[config.mk]
export PLATFORM = sky130hd
export DESIGN_NAME = pent_mem_pager
export DESIGN_NICKNAME = d
export VERILOG_FILES = /design/src/rtl/pent_mem_pager.sv
export SDC_FILE = /design/constraint.sdc
export NUM_CORES = 1
export LEC_CHECK = 0
export BUFFER_PORTS_ARGS = -buffer_cell sky130_fd_sc_hd__buf_2
export CAP_MARGIN = 5
export CORE_MARGIN = 5
export CORE_UTILIZATION = 30
export CTS_CLUSTER_DIAMETER = 100
export DETAILED_ROUTE_END_ITERATION = 10
export GPL_ROUTABILITY_DRIVEN = 0
export SYNTH_ARGS = -nofsm -noshare
export SYNTH_HDL_FRONTEND = slang
export SYNTH_SLANG_ARGS = --single-unit
[constraint.sdc]
create_clock -name CLK -period 4 [get_ports CLK]
set_input_delay 0.8 -clock CLK [delete_from_list [all_inputs] [get_ports CLK]]
set_output_delay 0.8 -clock CLK [all_outputs]
set_load 0.01 [all_outputs]
[src/rtl/pent_mem_pager.sv]
`default_nettype none
// +--------------------------------------------------------------------------+
// | Module      : pent_mem_pager                                             |
// | Description : Pentagon-style Z80 memory paging latch. Decodes writes to  |
// |               ports 7FFD and EFF7, synchronises the bus strobe into CLK, |
// |               and drives RAM page, ROM select and split CAS strobes.     |
// | Revision    : 1.0 - initial release                                      |
// +--------------------------------------------------------------------------+
module pent_mem_pager #(
   parameter int PAGE_BITS = 3,   // RAM page width, 3..6 (128K..1024K)
   parameter int EXT_EN    = 1    // 1 = decode and honour port EFF7
) (
   input  logic                 CLK,
   input  logic                 RSTn,
   input  logic                 IORQn,
   input  logic                 WRn,
   input  logic [15:0]          A,
   input  logic [7:0]           D,
   input  logic                 CAS,
   input  logic                 DIS,
   output logic [PAGE_BITS-1:0] RA,
   output logic                 ROM_SEL,
   output logic                 SCR_SEL,
   output logic                 CASn_RAM,
   output logic                 CASn_ROM,
   output logic                 LOCKED,
   output logic                 UPD
);

   // Fixed pages of the two middle banks
   localparam logic [PAGE_BITS-1:0] c_PAGE_BANK1 = PAGE_BITS'(5);
   localparam logic [PAGE_BITS-1:0] c_PAGE_BANK2 = PAGE_BITS'(2);

   // Strobe synchroniser: [0]=s1, [1]=s2, [2]=s3 (rise-detect history)
   logic [2:0] sync_q, sync_d;
   logic [7:0] p7_q, p7_d;
   logic [7:0] e7_q, e7_d;
   logic       upd_q, upd_d;

   logic                 w_wr_io;
   logic                 w_wstb;
   logic                 w_hit_7ffd;
   logic                 w_hit_eff7;
   logic                 w_acc_7ffd;
   logic                 w_acc_eff7;
   logic                 w_locked;
   logic                 w_rom_area;
   logic                 w_rom_cycle;
   logic [PAGE_BITS-1:0] w_page;
   logic                 w_unused_bits;

   assign w_wr_io = ~IORQn & ~WRn;
   assign w_wstb  = sync_q[1] & ~sync_q[2];

   // Partial address decode, as on the original board
   assign w_hit_7ffd = ~A[15] & ~A[1];
   assign w_hit_eff7 = (EXT_EN != 0) & (A[15:12] == 4'hE) & ~A[3];

   // Lock bit doubles as page bit 5 on 1024K boards; EFF7[2] defeats it
   assign w_locked   = p7_q[5] & ~e7_q[2];
   assign w_acc_7ffd = w_wstb & w_hit_7ffd & ~w_locked;
   assign w_acc_eff7 = w_wstb & w_hit_eff7;

   // Page field: low three bits direct, upper bits from D[7:5] reversed
   assign w_page[2:0] = p7_q[2:0];
   for (genvar i = 3; i < PAGE_BITS; i++) begin : g_page_hi
      assign w_page[i] = p7_q[10-i];
   end

   // EFF7 bits other than [3:2] are stored but have no function; A bits not in any decode
   assign w_unused_bits = ^{e7_q[7:4], e7_q[1:0], A[11:4], A[2], A[0]};

   // Next-state for the synchroniser, paging registers and update pulse
   always_comb begin
      sync_d = {sync_q[1:0], w_wr_io};
      p7_d   = w_acc_7ffd ? D : p7_q;
      e7_d   = w_acc_eff7 ? D : e7_q;
      upd_d  = w_acc_7ffd | w_acc_eff7;
   end

   // State registers; reset abandons any write in flight
   always_ff @(posedge CLK or negedge RSTn) begin
      if (!RSTn) begin
         sync_q <= 3'b000;
         p7_q   <= 8'h00;
         e7_q   <= 8'h00;
         upd_q  <= 1'b0;
      end else begin
         sync_q <= sync_d;
         p7_q   <= p7_d;
         e7_q   <= e7_d;
         upd_q  <= upd_d;
      end
   end

   // Bank-to-page mapping from the CPU's top address bits
   always_comb begin
      case (A[15:14])
         2'b11:   RA = w_page;
         2'b10:   RA = c_PAGE_BANK2;
         2'b01:   RA = c_PAGE_BANK1;
         default: RA = '0;
      endcase
   end

   // DIS in the ROM area steers the access to RAM (shadow ROM lives in RAM)
   assign w_rom_area  = (A[15:14] == 2'b00) & ~e7_q[3];
   assign w_rom_cycle = w_rom_area & ~DIS;
   assign CASn_ROM    = ~(CAS & w_rom_cycle);
   assign CASn_RAM    = ~(CAS & ~w_rom_cycle);

   assign ROM_SEL = p7_q[4];
   assign SCR_SEL = p7_q[3];
   assign LOCKED  = w_locked;
   assign UPD     = upd_q;

endmodule
`default_nettype wire

* Word-level counts from Yosys, hierarchy flattened
Cells that the tools add are included.
Word-level totals: flip-flop bits (word level) 14, input port bits 30, output and inout port bits 9, logic and storage cells 36
Cells by class: muxes and demuxes 1, eq/ne operators 4, reductions and logical operators 1, bitwise logic cells 26
Operators with widths (count):
- $not A1 Y1 | 13
- $and A1 B1 Y1 | 12
- $pmux W3 S3 | 1
- $eq A2 B2 Y1 const B | 2
- $eq A4 B4 Y1 const B | 1
- $eq A2 B1 Y1 const B | 1
- $logic_not A2 Y1 | 1
- $or A1 B1 Y1 | 1

* Longest topological paths before layout
depth in word-level cells 6, depth in mapped cells 3, depth with buffers taken out 3

* Least setup slack after synthesis
Ideal clock, no wire load.
path kind input port to output port, start input A[15], end output CASn_RAM, path buffers 0, data required time 3.200 ns, stages 2, arrival 1.271 ns, setup slack 1.929 ns, cells stage by stage nor4_1 -> nand2b_1
On the way: word-level cells in the longest chain between the ends 6
RTL lines:
- start, declared | RTL line 17 | input logic [15:0] A,
- $logic_not A2 Y1 | RTL line 107 | assign w_rom_area = (A[15:14] == 2'b00) & ~e7_q[3];
- $and A1 B1 Y1 | RTL line 107
- $and A1 B1 Y1 | RTL line 108 | assign w_rom_cycle = w_rom_area & ~DIS;
- $not A1 Y1 | RTL line 110 | assign CASn_RAM = ~(CAS & ~w_rom_cycle);
- $and A1 B1 Y1 | RTL line 110
- $not A1 Y1 | RTL line 110
- end, declared | RTL line 24 | output logic CASn_RAM,
Every way passes these cells.

* Worst setup path after layout
Ends and elaborated chain as after synthesis.

==> results.sh <==
export IMPL_status="finished, final reports clean"
export IMPL_wl_per_cell_um=12.7
export IMPL_via_per_inst=4.68
export IMPL_slowest_stage="nor4_1"
export IMPL_grt_met1_usage_pct=9.35
export IMPL_use_met2_pct=15.7
export IMPL_first_pass_iters=4
export IMPL_ctsResizeCount=0
export IMPL_io_pins=39
export IMPL_fin_crit_sh_pct=58.3
export IMPL_cpMostUsedCell="buf_2"
export IMPL_crit_path_start_kind="input port"
export IMPL_worstMarginPinSlew_ns=0.346
export IMPL_ant_nets=0
export IMPL_p_per_area_nw_per_um2=406
export IMPL_p_clk_share_pct=32.5
export IMPL_cts_made_buffers=3
export IMPL_whs_ns=0.357
export IMPL_clkSinkCount=12
export IMPL_crit_family="simple AND/OR/NAND/NOR gates"
export IMPL_dieArea_um2=2690
export IMPL_cp_max_fo=6
export IMPL_final_fill_count=179
export IMPL_ir_drop_v=0.000215
export IMPL_grt_use_total_pct=9.37
export IMPL_final_area_um2=714
export IMPL_worstSkewPairLatency_ns=0.27
export IMPL_grt_overflow=0
export IMPL_swShare_pct=24.6
export IMPL_grt_max_degree=13
export IMPL_arrival_ns=1.53
export IMPL_power_leakage_nw=0.375
export IMPL_grt_busiest_layer="met2"
export IMPL_netlist_instances=41
export IMPL_yosysUniqueCellTypes=14
export IMPL_crit_chain="buf_2 -> nor4_1 -> nand2b_1 -> buf_2"
export IMPL_yosysWarningCount=0
export IMPL_cts_tree="built"
export IMPL_final_cell_mix="26 x buf_2, 12 x dfrtp_1, 7 x mux2_2, 4 x inv_1"
export IMPL_critPathKind="input port to output port"
export IMPL_hold_buffers=0
export IMPL_dr_first_iter_drc_count=3
export IMPL_hp_class="flip-flop to flip-flop"
export IMPL_drcViolationCount=0
export IMPL_cts_root_buf="clkbuf_4"
export IMPL_grt_pass1_vias=444
export IMPL_slowest_delay_ns=0.32
export IMPL_crit_buf_inv=2
export IMPL_internal_power_mw=0.219
export IMPL_required_ns=3.20
export IMPL_io_buffers=26
export IMPL_finalHoldViolCount=0
export IMPL_die_x_um=51.9
export IMPL_clkTransAtPathRegs_ns=0.07
export IMPL_wl_mm=1.12
export IMPL_finClkSkew_ns=0.00350
export IMPL_slew_headroom_pct=76.9
export IMPL_grt_pass1_wl_mm=1.78
export IMPL_switchingPower_mw=0.0713
export IMPL_comb_power_share_pct=18.1
export IMPL_vias=412
export IMPL_setup_violations=0
export IMPL_rsz0062_at_grt="false"
export IMPL_nNetsFinal=102
export IMPL_dp_hpwl_um=930
export IMPL_clockBufferDepth=2
export IMPL_seqPwrFrac_pct=49.5
export IMPL_ys_seq_area_share_pct=57.0
export IMPL_final_util_pct=42.3
export IMPL_synth_area_um2=527
export IMPL_cts_max_level=1
export IMPL_fmax_ghz=0.429
export IMPL_rows=15
export IMPL_maxCapViolCount=0
export IMPL_syn_area_per_cell_um2=12.8
export IMPL_fin_tns_setup_ns=0
export IMPL_layout_commonest_cell="buf_2"
export IMPL_cts_setup_buffers=0
export IMPL_synth_seq_cells=12
export IMPL_antenna_cells=0
export IMPL_syn_nets=71
export IMPL_min_period_ns=2.33
export IMPL_die_y_um=51.9
export IMPL_slew_viol_final=0
export IMPL_endpoint_kind="output port"
export IMPL_use_met3_pct=2.01
export IMPL_area_delta_synth_final_pct=35.6
export IMPL_place_area_um2=678
export IMPL_initial_core_util_pct=31.2
export IMPL_core_area_um2=1690
export IMPL_layout_drive_gt1_share_pct=57.7
export IMPL_antenna_found_initial=0
==> power by group through the flow <==
stage	combinational [mW]	clock (mW)	sequential [mW]
floorplan	0.0260	0	0.147
global placement	0.0524	0	0.146
detailed placement	0.0537	0	0.146
CTS	0.0539	0.101	0.144
global route	0.0595	0.102	0.146
finish	0.0524	0.0942	0.144
==> state kept, by name (all words and copies together), names as in the netlist <==
| signal | count |
|---|---|
| p7_q | 6 |
| e7_q | 2 |
| UPD | 1 |
| sync_q | 3 |
==> per-layer routing <==
metal  part of all wire (%)  vias to the layer above
li1                       -                      201
met1                     36                      198
met2                     56                       11
met3                    6.9                        2
met4                    1.7                        0
met5                      0                        -
==> synthesized netlist by cell type <==
| library cell | number | share of area [%] |
|---|---|---|
| nand2_1 | 3 | 2.1 |
| a21oi_1 | 1 | 0.95 |
| nor4_1 | 1 | 1.2 |
| dfrtp_1 | 12 | 57 |
| mux2_2 | 7 | 15 |
| nor4_2 | 1 | 2.4 |
| or4_1 | 1 | 1.4 |
| nand2b_1 | 3 | 3.6 |
| a21boi_0 | 3 | 4.3 |
| a21o_2 | 1 | 1.7 |
| nor2_1 | 2 | 1.4 |
| nor4b_4 | 1 | 4.5 |
| inv_1 | 4 | 2.8 |
| o21ai_2 | 1 | 1.7 |
==> layout make-up <==
cell class | instances | area [um^2] | area share, %
multi-input cells | 25 | 211 | 29.6
clock buffers | 4 | 36.3 | 5.08
inverters | 4 | 15.0 | 2.10
flip-flops and latches | 12 | 300 | 42.0
repair buffers | 26 | 130 | 18.2
well taps | 17 | 21.3 | 2.98
==> worst paths after layout <==
path	startpoint	to	slack, ns	cells past startpoint
worst max-delay path	A[15]	CASn_RAM	1.67	4
worst min-delay path	sync_q[0]$_DFF_PN0_	sync_q[1]$_DFF_PN0_	0.36	0
worst max register to register	sync_q[2]$_DFF_PN0_	e7_q[2]$_DFFE_PN0P_	2.58	3
worst min register to register	sync_q[0]$_DFF_PN0_	sync_q[1]$_DFF_PN0_	0.36	0
max in group asynchronous	RSTn	p7_q[4]$_DFFE_PN0P_	3.39	1
min in group asynchronous	RSTn	UPD$_DFF_PN0_	0.39	1
==> per-stage QoR <==
step           setup WS [ns]  std cells  power, mW
2_1_floorplan           1.93         41      0.173
4_1_cts                 1.66         88      0.298
5_1_grt                 1.59         88      0.308
3_3_place_gp            1.68         84      0.198
3_5_place_dp            1.66         84      0.200
6_report                1.67         88      0.290
==> cells by family after synthesis <==
| logic type | Yosys count | synth area share [%] |
|---|---|---|
| compound gates | 6 | 8.55 |
| mux | 7 | 15.0 |
| flops | 12 | 57.0 |
| simple gates | 12 | 16.6 |
| buf+inv | 4 | 2.85 |
Note: power is estimated with default switching activity, not from simulation.
